`config.mk`:
```
export PLATFORM = sky130hd
export DESIGN_NAME = load_store_unit
export DESIGN_NICKNAME = d
export VERILOG_FILES = /design/src/rtl/load_store_unit.sv
export SDC_FILE = /design/constraint.sdc
export NUM_CORES = 1
export LEC_CHECK = 0
export CAP_MARGIN = 15
export CORE_UTILIZATION = 25
export CTS_CLUSTER_DIAMETER = 80
export DETAILED_ROUTE_END_ITERATION = 8
export PLACE_DENSITY = 0.46
export SKIP_CTS_REPAIR_TIMING = 1
export SLEW_MARGIN = 5
export SYNTH_ARGS = -nofsm -noshare
export SYNTH_HDL_FRONTEND = slang
export SYNTH_SLANG_ARGS = --single-unit
```
`constraint.sdc`:
```
create_clock -name clk -period 3.3 [get_ports clk]
set_input_delay 0.66 -clock clk [delete_from_list [all_inputs] [get_ports clk]]
set_output_delay 0.66 -clock clk [all_outputs]
set_load 0.005 [all_outputs]
```
`src/rtl/load_store_unit.sv`:
```
`default_nettype none
// ============================================================================
// Module   : load_store_unit
// Brief    : RV32 load/store unit with a single-port word RAM interface;
//            sub-word stores are done as read-modify-write.
// Revision : 1.0 - initial release
// ============================================================================
module load_store_unit #(
    parameter int addr_width = 32
) (
    input  logic                  clk,
    input  logic                  rst_n,
    input  logic                  req_valid,
    output logic                  req_ready,
    input  logic                  req_we,
    input  logic [2:0]            req_funct3,
    input  logic [31:0]           req_addr,
    input  logic [31:0]           req_wdata,
    output logic [addr_width-1:0] mem_addr,
    output logic                  mem_rd_en,
    output logic                  mem_wr_en,
    output logic [31:0]           mem_wdata,
    input  logic [31:0]           mem_rdata,
    input  logic                  mem_valid,
    output logic                  resp_valid,
    output logic [31:0]           resp_rdata,
    output logic                  resp_err
);

    typedef enum logic [2:0] {
        S_IDLE = 3'd0,
        S_RD   = 3'd1,
        S_WAIT = 3'd2,
        S_WR   = 3'd3,
        S_RESP = 3'd4
    } state_t;

    state_t      r_state;
    state_t      w_next;
    logic        r_we;
    logic [2:0]  r_funct3;
    logic [31:0] r_addr;
    logic [31:0] r_wdata;
    logic [31:0] r_rdata;
    logic        r_err;

    logic        w_illegal;
    logic        w_misaligned;
    logic        w_err;
    logic [31:0] w_shifted;
    logic [31:0] w_load_data;
    logic [31:0] w_store_data;

    // Width codes 011/110/111 are not loads; stores only go up to word.
    always_comb begin
        if (req_we)
            w_illegal = (req_funct3 > 3'b010);
        else
            w_illegal = (req_funct3 == 3'b011) || (req_funct3[2:1] == 2'b11);
    end

    assign w_misaligned = ((req_funct3[1:0] == 2'b01) && req_addr[0]) ||
                          ((req_funct3[1:0] == 2'b10) && (req_addr[1:0] != 2'b00));
    assign w_err        = w_illegal || w_misaligned;

    assign w_shifted = r_rdata >> {r_addr[1:0], 3'b000};

    always_comb begin
        case (r_funct3)
            3'b000:  w_load_data = {{24{w_shifted[7]}}, w_shifted[7:0]};
            3'b001:  w_load_data = {{16{w_shifted[15]}}, w_shifted[15:0]};
            3'b010:  w_load_data = r_rdata;
            3'b100:  w_load_data = {24'd0, w_shifted[7:0]};
            3'b101:  w_load_data = {16'd0, w_shifted[15:0]};
            default: w_load_data = 32'd0;
        endcase
    end

    // Merge the new byte/halfword into the word fetched during WAIT.
    always_comb begin
        w_store_data = r_rdata;
        case (r_funct3)
            3'b000:  w_store_data[{r_addr[1:0], 3'b000} +: 8]  = r_wdata[7:0];
            3'b001:  w_store_data[{r_addr[1], 4'b0000} +: 16] = r_wdata[15:0];
            default: w_store_data = r_wdata;
        endcase
    end

    generate
        if (addr_width > 30) begin : g_addr_wide
            assign mem_addr = {{(addr_width-30){1'b0}}, r_addr[31:2]};
        end else if (addr_width == 30) begin : g_addr_exact
            assign mem_addr = r_addr[31:2];
        end else begin : g_addr_trunc
            assign mem_addr = r_addr[addr_width+1:2];
        end
    endgenerate

    always_ff @(posedge clk or negedge rst_n) begin
        if (!rst_n)
            r_state <= S_IDLE;
        else
            r_state <= w_next;
    end

    always_comb begin
        w_next     = r_state;
        req_ready  = 1'b0;
        mem_rd_en  = 1'b0;
        mem_wr_en  = 1'b0;
        mem_wdata  = 32'd0;
        resp_valid = 1'b0;
        resp_err   = 1'b0;
        resp_rdata = 32'd0;
        case (r_state)
            S_IDLE: begin
                req_ready = 1'b1;
                if (req_valid) begin
                    if (w_err)
                        w_next = S_RESP;
                    else if (req_we && (req_funct3 == 3'b010))
                        w_next = S_WR;
                    else
                        w_next = S_RD;
                end
            end
            S_RD: begin
                mem_rd_en = 1'b1;
                w_next    = S_WAIT;
            end
            S_WAIT: begin
                if (mem_valid)
                    w_next = r_we ? S_WR : S_RESP;
            end
            S_WR: begin
                mem_wr_en = 1'b1;
                mem_wdata = w_store_data;
                w_next    = S_RESP;
            end
            S_RESP: begin
                resp_valid = 1'b1;
                resp_err   = r_err;
                resp_rdata = (r_we || r_err) ? 32'd0 : w_load_data;
                w_next     = S_IDLE;
            end
            default: w_next = S_IDLE;
        endcase
    end

    always_ff @(posedge clk or negedge rst_n) begin
        if (!rst_n) begin
            r_we     <= 1'b0;
            r_funct3 <= 3'd0;
            r_addr   <= 32'd0;
            r_wdata  <= 32'd0;
            r_rdata  <= 32'd0;
            r_err    <= 1'b0;
        end else begin
            if ((r_state == S_IDLE) && req_valid) begin
                r_we     <= req_we;
                r_funct3 <= req_funct3;
                r_addr   <= req_addr;
                r_wdata  <= req_wdata;
                r_err    <= w_err;
            end
            if ((r_state == S_WAIT) && mem_valid)
                r_rdata <= mem_rdata;
        end
    end

endmodule
`default_nettype wire

```
# [Word level (Yosys, flattened, before mapping)]
# Cells that the tools add are included.
[totals] ff_bits=104 input_bits=104 out_inout_bits=101
[classes] n_eq_ne=15 order_cmp=1 reduce_logical=13 addsub=2 shifts=5 n_mux=19
[ops] op="32-bit case mux with 5 select lines" n=1
[ops] op="32-bit 2-to-1 mux" n=3
[ops] op="32-bit bitwise mux" n=2
[ops] op="32-bit case mux with 2 select lines" n=1
[ops] op="16-bit by 7-bit variable shift with 32-bit output (first input constant)" n=1
[ops] op="8-bit by 7-bit variable shift with 32-bit output (first input constant)" n=1
[ops] op="16-bit by 7-bit variable part select with 32-bit output" n=1
[ops] op="8-bit by 7-bit variable part select with 32-bit output" n=1
[ops] op="32-bit by 5-bit >> shifter with 16-bit output" n=1
[ops] op="3-bit by 2-bit equality test with 1-bit output (second input constant)" n=5
[ops] op="5-bit negator with 7-bit output" n=2
[ops] op="3-bit 2-to-1 mux" n=4
[ops] op="3-bit case mux with 4 select lines" n=1
[ops] op="3-bit equality test (second input constant)" n=3
[ops] op="3-bit by 1-bit equality test with 1-bit output (second input constant)" n=2
[ops] op="3-bit logical NOT" n=2
[ops] op="1-bit 2-to-1 mux" n=6
[ops] op="1-bit logical AND" n=5
[ops] op="2-bit equality test (second input constant)" n=2
[ops] op="1-bit logical OR" n=4
[ops] op="2-bit != test (second input constant)" n=2
[ops] op="3-bit by 2-bit > comparator with 1-bit output (second input constant)" n=1
[ops] op="2-bit by 1-bit equality test with 1-bit output (second input constant)" n=1
[ops] op="2-bit 2-to-1 mux" n=1
[ops] op="2 further kinds" n=2

# [Longest topological paths before layout]
# Gate-level depths: netlist of run 1.
[depth] ltp_word=7 depth_mapped=9 ltp_nobuf=6

# [Worst setup path before layout of run 1]
# OpenSTA, ideal clock, no wires.
[synth_timing] path_type="register -> output" from="reg r_addr[0]" to="out mem_wdata[24]" slack_ns=0.444 path_stages_with_launch=10 arrival_time_ns=2.196 path_buffers=3 path_cell_list="dfrtp_1 -> buf_4 -> buf_4 -> clkinv_1 -> ha_1 -> nor4bb_1 -> buf_2 -> a22o_1 -> nand2_1 -> a21oi_1"
[synth_between] elab_chain_len=5 elab_cells_between_ends=6 cone_classes="add/sub: 1; shift: 2; mux: 3"
[synth_lines] element="start, declared" line_no="42" rtl="logic [31:0] r_addr;"
[synth_lines] element="start signal, assigned" line_no="162" rtl="r_addr <= req_addr;"
[synth_lines] element="5-bit negator with 7-bit output *" line_no="83" rtl="3'b000: w_store_data[{r_addr[1:0], 3'b000} +: 8] = r_wdata[7:0];"
[synth_lines] element="8-bit by 7-bit variable part select with 32-bit output or 8-bit by 7-bit variable shift with 32-bit output (tied branches)" line_no="83"
[synth_lines] element="32-bit bitwise mux *" line_no="83"
[synth_lines] element="32-bit case mux with 2 select lines *" line_no="82" rtl="case (r_funct3)"
[synth_lines] element="32-bit 2-to-1 mux *" line_no="115" rtl="case (r_state)"
[synth_lines] element="end, declared" line_no="22" rtl="output logic [31:0] mem_wdata,"
# Mark *: on every way between the ends. The rest lies on a longest branch, timed or not.

# [Worst setup path after layout of run 1]
[layout_timing] from="reg r_addr[1]" to="out mem_wdata[27]"
[layout_between] elab_chain_len=5 elab_cells_between_ends=10 cone_classes="add/sub: 2; shift: 4; mux: 4"
[layout_lines] element="5-bit negator with 7-bit output, on equally long branches" line_no="84, 83"
[layout_lines] element="16-bit by 7-bit variable part select with 32-bit output (tied with other cells)" line_no="84" rtl="3'b001: w_store_data[{r_addr[1], 4'b0000} +: 16] = r_wdata[15:0];"
[layout_lines] element="32-bit bitwise mux, on equally long branches" line_no="84, 83"
[layout_lines] element="32-bit case mux with 2 select lines *" line_no="82"
[layout_lines] element="32-bit 2-to-1 mux *" line_no="115"
# Marks and branches as above.

==> flow_summary.yaml, run 1 <==
critical_path:
  path_buf_inv: 3
  crit_type: "reg2out"
  cp_slowest_cell: "clkdlybuf4s50_1"
  start_kind: "flip-flop"
  path_cells: "buf_4 > ha_1 > nor4bb_1 > buf_4 > a22o_1 > nand2_1 > a21oi_1 > clkdlybuf4s50_1"
  cp.required_ps: 2640
  end_kind: "output port"
  worst-path-max-fanout: 18
  critPathArrivalTime_ps: 2620
  r2r_start: "r_state[1]"
  setup.worst_path.start: "r_addr[1]"
  cpMostUsedCell: "buf_4"
  critPathTopFamily: "buffers and inverters"
  cpPeakStageDelay_ps: 560
status:
  status: "completed"
global_route:
  grt_max_degree: 77
  grtUsageTotal_pct: 17.7
  grt_pass1_vias: 5545
  grt_use_met1_pct: 22.8
  grt_pass1_wl_mm: 32.4
  grt_busiest_layer: "met2"
  gr-usage-met3_pct: 5.60
  grt_util_met2_pct: 27.8
  grt-ovfl-total: 0
  antenna_found_initial: 0
drt:
  drt_iter0_markers: 464
  drc: 0
  drtAntennaViolNets: 0
  routed_wirelength_mm: 21.2
  via_per_inst: 4.77
  dr.pass1.iters: 7
  num_vias: 5342
  wl_per_cell_um: 18.9
synth:
  ys.flop_type: "dfrtp_1"
  synth_cells: 637
  async_flop_share_pct: 100
  synth_area_leader_cell: "dfrtp_1"
  synth_area_per_cell_um2: 9.25
  ys_seq_area_share_pct: 44.2
  synth_edf_count: 0
  synth_top_area_share_pct: 44.2
  ys_seq_elements: 104
  synthesis.area_mm2: 0.00589
  synth_cell_type_count: 53
  yosysMostFrequentCell: "nand2_1"
  synth_commonest_cells: "nand2_1, dfrtp_1, buf_4"
  ys_warn_count: 0
  synth.area.top_cells: "dfrtp_1, nand2_1, mux2_2"
worst_hold_path:
  hold_path.class: "in2async"
power:
  p_sw_mw: 2.90
  power.leakage_nw: 3.65
  clkPwrFrac_pct: 15.8
  swShare_pct: 41.0
  combPwrFrac_pct: 45.2
  ir_worst_vdd_mv: 0.270
  power_density_mw_per_mm2: 840
  internal_power_mw: 4.17
  seq_power_share_pct: 39.1
clocking:
  cts_root_buf: "clkbuf_16"
  path_clk_slew_ps: 70
  cts_buffers: 9
  cts_buffer_depth: 2
  cts_tree: "yes"
  htreeDepth: 3
  cts.sinks: 104
  worstSkewPairLatency_ps: 360
final_layout:
  syn_to_final_growth_pct: 43.0
  drive_gt1_share_pct: 14.6
  final_cells: 1121
  nets: 912
  fin_util_pct: 36.9
  antenna_cells: 0
timing:
  hold_viol: 0
  relSlewSlack_pct: 32.6
  drv_slew: 0
  setup_viol: 0
  max_freq_mhz: 305
  tightestPinTransition_ps: 1010
  whs_ps: 468
  finalClockSkew_ps: 7.35
  period_minus_slack_ps: 3280
  fin_ws_ps: 21.3
  finalCritPeriodShare_pct: 99.4
  rsz0062_at_grt: "true"
placement:
  dpl.hpwl_mm: 16.0
  dp.cells: 1103
  io_buffer_count: 202
  dp_slack_ps: 243
  gp_congestion: 0.899
floorplanning:
  rows: 55
  io_pins: 205
  dieWidth_um: 156
  initial_utilization_pct: 25.8
  placeableCoreArea_mm2: 0.0228
  dieHeight_um: 156
  die_area_mm2: 0.0242
job:
  cap_violations: 0
flip-flops by register name, summed over array words and instances (netlist names):
name,count
r_addr,32
r_err,1
r_funct3,3
r_rdata,32
r_state,3
r_wdata,32
r_we,1
power by group through the flow:
| stage | clock (mW) | sequential [mW] | combinational (mW) |
|---|---|---|---|
| floorplan | 0 | 2.32 | 2.30 |
| global placement | 0 | 2.77 | 3.10 |
| detailed placement | 0 | 2.76 | 3.15 |
| CTS | 1.16 | 2.75 | 3.17 |
| global route | 1.20 | 2.85 | 3.54 |
| finish | 1.12 | 2.76 | 3.20 |
kinds of logic (layout without fill, tap and decap cells):
logic type      Yosys count  count (layout)  synth area share [%]
flops                   104             104                  44.2
other cells               1               2                0.0637
compound gates          118             118                  15.7
mux                      49              49                  10.7
buf+inv                  83             253                  8.28
simple gates            277             277                  20.0
fa+ha+maj                 5               5                  1.06
final cells by class:
cell class	count	area (um2)
fill	2324	14400
multi-input combinational	451	2840
sequential	104	2600
timing repair buffer	230	2260
tap	313	392
clock buffer	10	229
clock inverter	6	73.8
inverter	7	26.3
stage by stage:
| stage | total power [mW] | TNS, ps | cell area [um2] |
|---|---|---|---|
| floorplan | 4.62 | 0 | 5890 |
| global placement | 5.87 | 0 | 8040 |
| detailed placement | 5.91 | 0 | 8040 |
| CTS | 7.08 | -2500 | 8350 |
| global route | 7.60 | -685 | 8420 |
| finish | 7.08 | 0 | 8420 |
placed cells by master (no fill, tap or decap), types with 8 or more instances in the layout:
cell and instances:
buf_4 27, mux4_2 8, nand2_1 217, a222oi_1 16
a22o_1 16, clkdlybuf4s50_1 200, clkbuf_16 9, nor2_1 22
mux2_2 29, o2bb2ai_1 8, dfrtp_1 103, a21oi_1 15
a21o_2 14, a22oi_1 16, a31oi_1 9, mux2i_1 9
path summary, 6_finish.rpt:
check / to / slack [ps] / cells after the start
setup / recovery: mem_wdata[27] / 20 / 8
hold / removal: r_addr[6] / 470 / 1
setup reg to reg: r_addr[0] / 1430 / 6
hold reg to reg: r_addr[3] / 480 / 2
max in group asynchronous: r_rdata[19] / 2010 / 2
min in group clk: r_addr[3] / 480 / 2
per-layer routing:
metal	share of wire [%]	wire length (um)
met2	46	9670
met3	9.0	1910
met1	43	9110
met4	2.4	503
met5	0	0
worst reg2reg max path: stages, from the launching register on:
cell and delay [ps]:
dfrtp_1 410, buf_4 180, nor3_1 370, and2_2 220, buf_4 360, nand2_1 150
o21ai_0 100
Note: power is estimated with default switching activity, not from simulation.
==> inputs of run 2 (changes only) <==
--- a/config.mk
+++ b/config.mk
@@ -11,7 +11,7 @@
 export DETAILED_ROUTE_END_ITERATION = 8
 export PLACE_DENSITY = 0.46
 export SKIP_CTS_REPAIR_TIMING = 1
-export SLEW_MARGIN = 5
+export SLEW_MARGIN = 0
 export SYNTH_ARGS = -nofsm -noshare
 export SYNTH_HDL_FRONTEND = slang
 export SYNTH_SLANG_ARGS = --single-unit
==> results of run 2 <==
No change in the layout: final DEF, timing and power equal those of run 1.
